[src/rtl/decision_tree_engine.sv]
// decision_tree_engine: programmable heap-indexed decision tree walked one node per clock
// through a single shared comparator, with valid/ready input and output handshakes.
module decision_tree_engine #(
  parameter int unsigned FEATURE_WIDTH = 8,
  parameter int unsigned NUM_FEATURES  = 7,
  parameter int unsigned MAX_DEPTH     = 3,
  parameter int unsigned CLASS_WIDTH   = 2,
  localparam int unsigned NUM_NODES    = (1 << MAX_DEPTH) - 1,
  localparam int unsigned NODE_AW      = (NUM_NODES > 1) ? $clog2(NUM_NODES) : 1,
  localparam int unsigned FIDX_W       = (NUM_FEATURES > 1) ? $clog2(NUM_FEATURES) : 1
) (
  input  logic                                  clk,
  input  logic                                  rst,
  input  logic                                  in_valid,
  output logic                                  in_ready,
  input  logic [NUM_FEATURES*FEATURE_WIDTH-1:0] in_features,
  output logic                                  out_valid,
  input  logic                                  out_ready,
  output logic [CLASS_WIDTH-1:0]                out_class,
  output logic [NODE_AW-1:0]                    out_node,
  output logic [NODE_AW-1:0]                    out_depth,
  output logic                                  out_err,
  input  logic                                  cfg_we,
  input  logic [NODE_AW-1:0]                    cfg_addr,
  input  logic [FIDX_W-1:0]                     cfg_fidx,
  input  logic [FEATURE_WIDTH-1:0]              cfg_thresh,
  input  logic                                  cfg_leaf,
  input  logic [CLASS_WIDTH-1:0]                cfg_class,
  output logic                                  cfg_busy
);

  localparam int unsigned FV_W     = NUM_FEATURES * FEATURE_WIDTH;
  // Table is sized to the full address space so any node index reads a defined entry.
  localparam int unsigned TBL_SIZE = 1 << NODE_AW;

  typedef struct packed {
    logic                     leaf;
    logic [CLASS_WIDTH-1:0]   cls;
    logic [FIDX_W-1:0]        fidx;
    logic [FEATURE_WIDTH-1:0] thresh;
  } node_t;

  localparam node_t RST_NODE = '{leaf: 1'b1, cls: '0, fidx: '0, thresh: '0};

  typedef enum logic [1:0] {S_IDLE = 2'd0, S_WALK = 2'd1, S_DONE = 2'd2} state_t;

  state_t                   r_state;
  state_t                   w_state_nxt;
  node_t                    r_table [TBL_SIZE];
  logic [FV_W-1:0]          r_features;
  logic [NODE_AW-1:0]       r_node;
  logic [NODE_AW-1:0]       r_depth;
  logic                     r_in_ready;
  logic                     r_busy;
  logic                     r_out_valid;
  logic                     r_out_err;
  logic [CLASS_WIDTH-1:0]   r_out_class;
  logic [NODE_AW-1:0]       r_out_node;
  logic [NODE_AW-1:0]       r_out_depth;

  node_t                    w_cur;
  logic [FEATURE_WIDTH-1:0] w_feat;
  logic                     w_fidx_bad;
  logic                     w_go_left;
  logic [NODE_AW:0]         w_child;
  logic                     w_child_bad;
  logic                     w_accept;
  logic                     w_cfg_wr;
  logic                     w_feat_ld;
  logic [NODE_AW-1:0]       w_node_nxt;
  logic [NODE_AW-1:0]       w_depth_nxt;
  logic                     w_out_valid_nxt;
  logic                     w_out_err_nxt;
  logic [CLASS_WIDTH-1:0]   w_out_class_nxt;
  logic [NODE_AW-1:0]       w_out_node_nxt;
  logic [NODE_AW-1:0]       w_out_depth_nxt;

  assign in_ready  = r_in_ready;
  assign cfg_busy  = r_busy;
  assign out_valid = r_out_valid;
  assign out_err   = r_out_err;
  assign out_class = r_out_class;
  assign out_node  = r_out_node;
  assign out_depth = r_out_depth;

  assign w_accept    = in_valid && r_in_ready;
  assign w_cfg_wr    = cfg_we && (r_state == S_IDLE) && (cfg_addr < NODE_AW'(NUM_NODES));
  assign w_cur       = r_table[r_node];
  assign w_fidx_bad  = {1'b0, w_cur.fidx} >= (FIDX_W+1)'(NUM_FEATURES);
  assign w_go_left   = w_feat < w_cur.thresh;
  assign w_child     = {r_node, 1'b0} + (NODE_AW+1)'(w_go_left ? 1 : 2);
  assign w_child_bad = w_child >= (NODE_AW+1)'(NUM_NODES);

  // Shared comparator operand: select the feature named by the current node.
  always_comb begin
    w_feat = '0;
    for (int unsigned i = 0; i < NUM_FEATURES; i++) begin
      if (w_cur.fidx == FIDX_W'(i)) w_feat = r_features[i*FEATURE_WIDTH +: FEATURE_WIDTH];
    end
  end

  // State register.
  always_ff @(posedge clk) begin
    if (rst) r_state <= S_IDLE;
    else     r_state <= w_state_nxt;
  end

  // Next-state decode.
  always_comb begin
    w_state_nxt = r_state;
    case (r_state)
      S_IDLE:  if (w_accept) w_state_nxt = S_WALK;
      S_WALK:  if (w_cur.leaf || w_fidx_bad || w_child_bad) w_state_nxt = S_DONE;
      S_DONE:  if (out_ready) w_state_nxt = S_IDLE;
      default: w_state_nxt = S_IDLE;
    endcase
  end

  // Output/datapath decode: walk step, result capture and handshake.
  always_comb begin
    w_feat_ld       = 1'b0;
    w_node_nxt      = r_node;
    w_depth_nxt     = r_depth;
    w_out_valid_nxt = r_out_valid;
    w_out_err_nxt   = r_out_err;
    w_out_class_nxt = r_out_class;
    w_out_node_nxt  = r_out_node;
    w_out_depth_nxt = r_out_depth;
    case (r_state)
      S_IDLE: begin
        if (w_accept) begin
          w_feat_ld   = 1'b1;
          w_node_nxt  = '0;
          w_depth_nxt = '0;
        end
      end
      S_WALK: begin
        if (w_cur.leaf) begin
          w_out_valid_nxt = 1'b1;
          w_out_err_nxt   = 1'b0;
          w_out_class_nxt = w_cur.cls;
          w_out_node_nxt  = r_node;
          w_out_depth_nxt = r_depth;
        end else if (w_fidx_bad || w_child_bad) begin
          w_out_valid_nxt = 1'b1;
          w_out_err_nxt   = 1'b1;
          w_out_class_nxt = '0;
          w_out_node_nxt  = r_node;
          w_out_depth_nxt = r_depth;
        end else begin
          w_node_nxt  = w_child[NODE_AW-1:0];
          w_depth_nxt = r_depth + NODE_AW'(1);
        end
      end
      S_DONE: begin
        if (out_ready) w_out_valid_nxt = 1'b0;
      end
      default: ;
    endcase
  end

  // Datapath and output registers.
  always_ff @(posedge clk) begin
    if (rst) begin
      r_features  <= '0;
      r_node      <= '0;
      r_depth     <= '0;
      r_in_ready  <= 1'b1;
      r_busy      <= 1'b0;
      r_out_valid <= 1'b0;
      r_out_err   <= 1'b0;
      r_out_class <= '0;
      r_out_node  <= '0;
      r_out_depth <= '0;
    end else begin
      if (w_feat_ld) r_features <= in_features;
      r_node      <= w_node_nxt;
      r_depth     <= w_depth_nxt;
      r_in_ready  <= (w_state_nxt == S_IDLE);
      r_busy      <= (w_state_nxt != S_IDLE);
      r_out_valid <= w_out_valid_nxt;
      r_out_err   <= w_out_err_nxt;
      r_out_class <= w_out_class_nxt;
      r_out_node  <= w_out_node_nxt;
      r_out_depth <= w_out_depth_nxt;
    end
  end

  // Node table: cleared to class-0 leaves on reset, writable only while idle.
  always_ff @(posedge clk) begin
    if (rst) begin
      for (int unsigned i = 0; i < TBL_SIZE; i++) r_table[i] <= RST_NODE;
    end else if (w_cfg_wr) begin
      r_table[cfg_addr] <= '{leaf: cfg_leaf, cls: cfg_class, fidx: cfg_fidx, thresh: cfg_thresh};
    end
  end

endmodule

[config.mk]
export PLATFORM = sky130hd
export DESIGN_NAME = decision_tree_engine
export DESIGN_NICKNAME = d
export VERILOG_FILES = /design/src/rtl/decision_tree_engine.sv
export SDC_FILE = /design/constraint.sdc
export NUM_CORES = 1
export LEC_CHECK = 0
export ABC_AREA = 1
export ABC_CLOCK_PERIOD_IN_PS = 7900
export CORE_AREA = 3 3 122 124
export CTS_CLUSTER_DIAMETER = 30
export DETAILED_ROUTE_END_ITERATION = 12
export DIE_AREA = 0 0 125 127
export PLACE_DENSITY = 0.83
export SLEW_MARGIN = 25
export SYNTH_ARGS = -nofsm -noshare
export SYNTH_HDL_FRONTEND = slang
export SYNTH_SLANG_ARGS = --single-unit
[constraint.sdc]
create_clock -name clk -period 7.9 [get_ports clk]
set_clock_uncertainty 0.1 [all_clocks]
set_input_delay 1.185 -clock clk [delete_from_list [all_inputs] [get_ports clk]]
set_output_delay 1.185 -clock clk [all_outputs]
set_load 0.01 [all_outputs]
### After elaboration in Yosys (flattened, before gate mapping)

Memories as Yosys holds them, arrays and structs flattened. A register that Yosys moved wholly into a read port is not among the register bits.
Index checks and enable logic that the tools add are counted.

| word-level totals | value |
|---|---|
| RAM bits | 112 |
| memories | 1 |
| word-level logic and storage cells | 90 |
| flip-flop bits (word level) | 76 |

| operators by class | value |
|---|---|
| reduce and logical (&&, ||, !) cells | 17 |
| eq/ne operators | 13 |
| mux-type cells | 42 |
| add/sub/neg operators | 2 |
| order comparisons | 4 |

Memory list:

| memory | depth | width | read ports | clocked after Yosys merged registers in | wr ports | line | text |
|---|---|---|---|---|---|---|---|
| r_table | 8 | 14 | 1 | 1 | 8 | 49 | `node_t r_table [TBL_SIZE];` |

Operators by type and width:

| cell | number |
|---|---|
| 8-bit two-way mux | 7 |
| 3-bit two-way mux | 12 |
| 14-bit two-way mux | 1 |
| 14-bit OR reduction | 1 |
| 1-bit two-way mux | 12 |
| 2-bit two-way mux | 6 |
| 3-bit case mux with 2 select lines | 2 |
| 3-bit equality test (second input constant) | 3 |
| 8-bit less-than comparator | 1 |
| 2-bit != test (second input constant) | 4 |
| 2-bit nonzero test | 4 |
| 3-bit by 2-bit equality test with 1-bit output (second input constant) | 2 |
| 2-bit case mux with 3 select lines | 1 |
| 4-bit by 2-bit adder with 4-bit output | 1 |
| 4-bit by 3-bit greater-or-equal comparator with 1-bit output (second input constant) | 1 |
| 2-bit logical NOT | 2 |
| 4-bit AND reduction | 1 |
| 3-bit by 1-bit adder with 3-bit output (second input constant) | 1 |
| 3-bit by 1-bit equality test with 1-bit output (second input constant) | 1 |
| 3-bit greater-or-equal comparator (second input constant) | 1 |
| 1-bit logical AND | 3 |
| 3-bit logical NOT | 1 |
| 1-bit logical OR | 3 |
| 3-bit less-than comparator (second input constant) | 1 |
| other kinds (6) | 6 |

### Longest topological paths before layout

| logic depth | value |
|---|---|
| word-level depth | 18 |
| mapped depth | 32 |
| mapped depth without buffers | 32 |

### Worst setup path after synthesis

OpenSTA, ideal clock, no wires.

| timing path | value |
|---|---|
| path kind | register -> register |
| from | register with a tool-made name |
| to | register with a tool-made name |
| path buffers | 1 |
| clock period less this slack | 3,667 ps |
| stages on the path, launching flop included | 32 |
| arrival time | 3,489 ps |
| required time | 7,722 ps |
| path slack | 4,233 ps |
| path through | dfxtp_1 -> buf_4 -> nand2_1 -> nand3_1 -> nand3_1 -> nand2_1 -> inv_2 -> nand2_1 -> nor2_1 -> inv_2 -> o22ai_1 -> a221oi_1 -> o21ai_1 -> a21oi_1 -> o21ai_1 -> ha_1 -> nand2_1 -> inv_1 -> nand2_1 -> nand2_1 -> nand2_1 -> nand2_1 -> ha_1 -> ha_1 -> xor2_1 -> a21oi_1 -> nand3_1 -> nand2_2 -> nand2_2 -> nor2_2 -> nand3_1 -> a21oi_1 |

==> impl_metrics.env <==
export IMPL_area_growth_syn_to_layout_pct=19.0
export IMPL_insertion_delay_ns=0.44
export IMPL_io_buffers=89
export IMPL_place_area_sq_um=9400
export IMPL_globalplace_congestion=0.847
export IMPL_cp_data_arrival_time_ns=5.48
export IMPL_power_share_clock=0.312
export IMPL_hold_class="flip-flop to flip-flop"
export IMPL_timing_fmax_ghz=0.191
export IMPL_min_delay_path_depth=2
export IMPL_diodes=0
export IMPL_synth_seq_cells=191
export IMPL_worst_r2r_setup_slack_ns=2.67
export IMPL_ys_seq_area_frac=0.589
export IMPL_layoutNonFillerInstCount=1206
export IMPL_slew_violations=0
export IMPL_outcome="finished, final reports clean"
export IMPL_fin_crit_ns=5.23
export IMPL_cts_hold_buf=0
export IMPL_placed_cells=1174
export IMPL_synth_area_leader_cell="edfxtp_1"
export IMPL_drc_errors=0
export IMPL_synthTopCellsByArea="edfxtp_1, dfxtp_1, nor2_1"
export IMPL_drt_iter0_markers=968
export IMPL_routed_via_density=5.65
export IMPL_power_density_nw_per_um2=280
export IMPL_synth_main_ff_cell="edfxtp_1"
export IMPL_combPwrFrac=0.249
export IMPL_synth_area_sq_um=8400
export IMPL_muxShareOfSynthArea=0
export IMPL_ys_top_cells_by_count="nor2_1, nand2_1, edfxtp_1"
export IMPL_setup_tns_ns=0
export IMPL_htree_levels=4
export IMPL_cts_buffers=17
export IMPL_core_area_sq_um=13900
export IMPL_cp_start_kind="flip-flop"
export IMPL_rows=43
export IMPL_antenna_found_initial=0
export IMPL_synthArstFlopShare=0
export IMPL_drive_gt1_frac=0.0546
export IMPL_cts_tree="done"
export IMPL_cts_buffer_depth=2
export IMPL_timing_final_ws_setup_ns=2.67
export IMPL_synth_xor_area_frac=0.00104
export IMPL_synth_top_family_by_area="simple AND/OR/NAND/NOR gates"
export IMPL_cts_root_buffer="clkbuf_16"
export IMPL_vias=6811
export IMPL_first_pass_iters=6
export IMPL_grt_first_pass_wirelength_mm=32.5
export IMPL_max_vdd_ir_drop_mv=0.175
export IMPL_worst_hold_slack_ns=0.358
export IMPL_synth_most_common_cell="nor2_1"
export IMPL_swShare=0.315
export IMPL_finalSetupViolCount=0
export IMPL_rsz0062_at_grt="false"
export IMPL_yosys_cell_types_count=35
export IMPL_p_total_mw=2.80
export IMPL_nNetsFinal=1106
export IMPL_grt_usage=0.257
export IMPL_synth_simple_gate_area_frac=0.177
export IMPL_finalHoldViolations=0
export IMPL_wl_per_cell_microns=16.8
export IMPL_reg2reg_depth=27
export IMPL_synthAdderAreaFrac=0.0224
export IMPL_fin_area_sq_um=9990
export IMPL_start_util=0.605
export IMPL_synth_compound_area_frac=0.139
export IMPL_drt_wl_total_mm=20.3
export IMPL_worst_slew_pin_slew_ns=0.824
export IMPL_cp_max_fo=59
export IMPL_synth_top_cell_area_share=0.401
export IMPL_drv_cap=0
export IMPL_endpoint_kind="flip-flop"
export IMPL_crit_slowest_cell="inv_2"
export IMPL_io_pins=90
export IMPL_holdPathEnd="r_features[29]"
export IMPL_period_share=0.662
export IMPL_fill_cells=1004
export IMPL_relSlewSlack=0.450
export IMPL_postCtsSetupBuffers=0
export IMPL_grt_ovfl_total=0
export IMPL_path_delay_family="simple AND/OR/NAND/NOR gates"
export IMPL_required_ns=8.15
export IMPL_power_switching_mw=0.880
export IMPL_pwr_share_seq=0.439
export IMPL_dieHeight_microns=127
export IMPL_p_leak_nw=3.92
export IMPL_grt_pass1_vias=6454
export IMPL_ctsResizeCount=0
export IMPL_slowest_delay_ns=0.68
export IMPL_p_int_mw=1.92
export IMPL_grt_max_degree=60
export IMPL_ant_nets=0
export IMPL_min_from="r_features[29]"
export IMPL_synth_cells=937
export IMPL_synth_enable_flop_cells=112
export IMPL_avgSynthCellArea_sq_um=8.96
export IMPL_crit_buf_inv=4
export IMPL_cts_sinks=191
export IMPL_die_w_microns=125
export IMPL_dp_hpwl_mm=13.0
export IMPL_criticalPathCategory="flip-flop to flip-flop"
export IMPL_path_clk_slew_ns=0.06
export IMPL_dp_slack_ns=2.79
export IMPL_dieArea_sq_um=15900
export IMPL_final_util=0.720
export IMPL_yosysWarnings=0
## worst reg2reg max path, stage by stage, from the launching register on
cell,delay [ns]
dfxtp_1,0.30
buf_4,0.29
inv_2,0.71
nand2_1,0.15
nand3_1,0.12
nand3_1,0.08
nand2_1,0.19
inv_2,0.07
nand2_1,0.09
nor2_1,0.06
inv_2,0.10
o22ai_1,0.10
a221oi_1,0.24
o2111ai_1,0.16
ha_1,0.33
a21oi_1,0.15
o21a_1,0.19
nand2_1,0.10
ha_1,0.20
ha_1,0.20
xor2_1,0.15
a21oi_1,0.13
nand3_1,0.12
nand2_2,0.20
nand2_2,0.13
nor2_2,0.20
nand3_1,0.10
a21oi_1,0.18
## logic make-up after synthesis
group / after synthesis
xor+xnor: 1
compound gates: 210
buf+inv: 153
flops: 191
simple gates: 365
other cells: 2
fa+ha+maj: 15
## routing by layer
metal,vias to the layer above,track usage,wire (microns)
met2,325,0.423,9720
met5,-,0,0
li1,3286,-,-
met1,3158,0.345,8600
met4,0,0.0727,373
met3,42,0.0602,1630
## final cells by class
| class | count | area (sq um) | share of cell area |
|---|---|---|---|
| flip-flops and latches | 191 | 4940 | 0.495 |
| multi-input cells | 605 | 2910 | 0.291 |
| repair buffers | 96 | 938 | 0.0939 |
| clock buffers | 19 | 433 | 0.0433 |
| inverters | 102 | 383 | 0.0383 |
| well taps | 180 | 225 | 0.0225 |
| clock inverters | 13 | 159 | 0.0159 |
## cell usage in the layout, fill, tap and decap left out, types with 2 or more instances in the layout
| cell | instances |
|---|---|
| a211oi_1 | 2 |
| a21oi_1 | 79 |
| a221oi_1 | 4 |
| buf_4 | 7 |
| bufinv_16 | 3 |
| clkbuf_1 | 2 |
| clkbuf_16 | 17 |
| clkdlybuf4s50_1 | 88 |
| clkinv_1 | 5 |
| clkinv_4 | 3 |
| conb_1 | 14 |
| dfxtp_1 | 79 |
| edfxtp_1 | 112 |
| ha_1 | 15 |
| inv_1 | 91 |
| inv_2 | 9 |
| inv_6 | 3 |
| nand2_1 | 124 |
| nand2_2 | 6 |
| nand3_1 | 56 |
| nand4_1 | 3 |
| nor2_1 | 167 |
| nor2_2 | 3 |
| nor3_1 | 3 |
| o2111ai_1 | 5 |
| o21ai_0 | 80 |
| o21ai_1 | 7 |
| o221ai_1 | 11 |
| o22ai_1 | 17 |
## worst max-delay path by stage
stage                     slack, ns       from   endpoint  cells after the start
after global routing           2.15  flip-flop  flip-flop                     29
after detailed placement       2.79  flip-flop  r_node[0]                     27
after floorplan                4.23  flip-flop  flip-flop                     31
after CTS                      2.71  flip-flop  flip-flop                     27
after global placement         3.05  flip-flop  flip-flop                     31
final                          2.67  flip-flop  flip-flop                     27
## power groups by stage
stage | Sequential (mW) | Clock, mW | Combinational, mW
after floorplan | 1.24 | 0 | 0.471
after global placement | 1.24 | 0 | 0.668
after detailed placement | 1.25 | 0 | 0.681
after CTS | 1.23 | 0.870 | 0.692
after global routing | 1.24 | 0.913 | 0.779
final | 1.23 | 0.873 | 0.696
## flip-flops by register name, summed over array words and instances (netlist names), 2 cells and up, named ones only
signal and count:
out_depth 3, out_class 2, out_node 3, r_table 112, r_depth 3, r_features 56
r_node 3, r_state 2
Power figures use the tool's default switching activity.
==> edit (same settings) <==
Put one more register stage on the output `out_err`, with the module's reset. The value now appears one clock later. The other outputs are not delayed to match.
--- a/src/rtl/decision_tree_engine.sv
+++ b/src/rtl/decision_tree_engine.sv
@@ -79,5 +79,11 @@
   assign cfg_busy  = r_busy;
   assign out_valid = r_out_valid;
-  assign out_err   = r_out_err;
+  always_ff @(posedge clk) begin
+    if (rst) begin
+      out_err <= '0;
+    end else begin
+      out_err <= r_out_err;
+    end
+  end
   assign out_class = r_out_class;
   assign out_node  = r_out_node;
Formal check against the unedited RTL: not equivalent (a bounded check fails within 4 cycles, from zero or initial values and one cycle with rst high).
==> edit against the unedited design <==
Power shrank 1.2%; sequential cell count grew 1; area after synthesis grew 0.40%; worst setup slack lost 270 ps; first-iteration DRC count shrank 12%; via count grew 0.73%; cell area shrank 0.56%; wire length grew 4.5%; critical path type unchanged; clock power shrank 14%.
==> edit: results (changes against the unedited design) <==
{
  "timing.critical_path.fanout_max": {"value": 57, "change": "-3.4%"},
  "maximum_number_of_pins_on_one_net_before_global_route_repair": {"value": 83, "change": "+38%"},
  "fillcell_total": {"value": 1031, "change": "+2.7%"},
  "first_pass_grt_wire_length": {"value": 33.64, "unit": "mm", "change": "+3.7%"},
  "worst_r2r_path_depth": {"value": 28, "change": "+3.7%"},
  "drive_gt1_frac": {"value": 0.04143, "change": "-0.01316"},
  "grtUsageTotal": {"value": 0.2709, "change": "+0.01413"},
  "hold_start": "r_out_err",
  "netlist_top_cells_count": "nor2_1, o21ai_0, edfxtp_1, nand2_1, inv_1",
  "share_of_the_yosys_chip_area_belonging_to_registers": {"value": 0.5889, "change": "about the same"},
  "status": "finished clean",
  "fin_worst_hold_slack": {"value": 335.3, "unit": "ps", "change": "-22.50 ps"},
  "place_ws": {"value": 2499, "unit": "ps", "change": "-286.4 ps"},
  "globalRouteMet1Util": {"value": 0.3481, "change": "+0.002754"},
  "globalRouteMet3Util": {"value": 0.05853, "change": "-0.001672"},
  "cts_setup_buffers": {"value": 0, "change": "unchanged"},
  "regToRegSetupSlack": {"value": 2390, "unit": "ps", "change": "-270 ps"},
  "detailedPlacementHpwl": {"value": 13.46, "unit": "mm", "change": "+3.6%"},
  "grt_util_met2": {"value": 0.4641, "change": "+0.04144"},
  "slew_headroom": {"value": 0.4178, "change": "-0.03189"},
  "drtPass1Iterations": {"value": 5, "change": "-1"},
  "min_path_cells": {"value": 2, "change": "unchanged"},
  "leakagePower": {"value": 4.004, "unit": "nW", "change": "+2.0%"},
  "synth.area.top_cells": "edfxtp_1, dfxtp_1, nor2_1, o21ai_0, nand2_1",
  "drt_first_iter_violations": {"value": 850, "change": "-12%"},
  "hold-path-endpoint": "out_err",
  "avg_wl_per_cell": {"value": 17.43, "unit": "µm", "change": "+3.4%"},
  "post_drt_via_cell_ratio": {"value": 5.633, "change": "-0.26%"},
  "finalNetCount": {"value": 1118, "change": "+1.1%"},
  "timing.critical_path.slowest_cell_delay": {"value": 500, "unit": "ps", "change": "-180 ps"},
  "place.gp.congestion": {"value": 0.8497, "change": "+0.33%"}
}
edit: per-stage QoR:
stage | power, mW | utilization | std cells
after floorplan | 1.772 | - | 958
after global placement | 1.987 | 0.6801 | 1186
after detailed placement | 2.008 | 0.6801 | 1186
after CTS | 2.753 | 0.7155 | 1218
after global routing | 2.906 | 0.7155 | 1218
final | 2.763 | 0.7155 | 1218
edit: kinds of logic after synthesis:
kind of cell,share of synthesized area
other cells,0.0008908
fa+ha+maj,0.02226
compound gates,0.1385
flops,0.5889
simple gates,0.1793
xor+xnor,0.001039
buf+inv,0.06916
edit: worst max path at each step:
stage	slack, ps	cells past startpoint	endpoint	start
after floorplan	4230	28	register	register
after global placement	2730	28	register	register
after detailed placement	2500	28	register	register
after CTS	2480	28	register	register
after global routing	1890	29	register	register
final	2390	28	r_node[0]	register
edit: layer usage:
metal	vias to the layer above	wire length, µm
li1	3301	-
met1	3207	8626
met2	315	10470
met3	38	1667
met4	0	456
met5	-	0
edit: layout make-up:
class / count / area, µm² / share of cell area
flip-flops and latches: 192 / 4965 / 0.4999
multi-input cells: 617 / 2928 / 0.2948
repair buffers: 96 / 943.4 / 0.09499
clock buffers: 23 / 447.9 / 0.04510
inverters: 101 / 379.1 / 0.03817
well taps: 180 / 225.2 / 0.02268
clock inverters: 9 / 43.79 / 0.004409
edit: worst max-delay path, delay by kind of cell (launching register included):
family | cells | cell delay, ps
AND/OR/NAND/NOR | 13 | 1830
AO/OA/AOI/OAI | 8 | 1170
XOR/XNOR | 1 | 140
flip-flops | 1 | 310
buffers and inverters | 3 | 1150
adder cells (fa/ha/maj) | 3 | 700
edit: report_power, final:
part | internal [mW] | switching, mW
registers | 1.20 | 0.0654
clock network | 0.395 | 0.358
logic | 0.255 | 0.485
total | 1.85 | 0.908
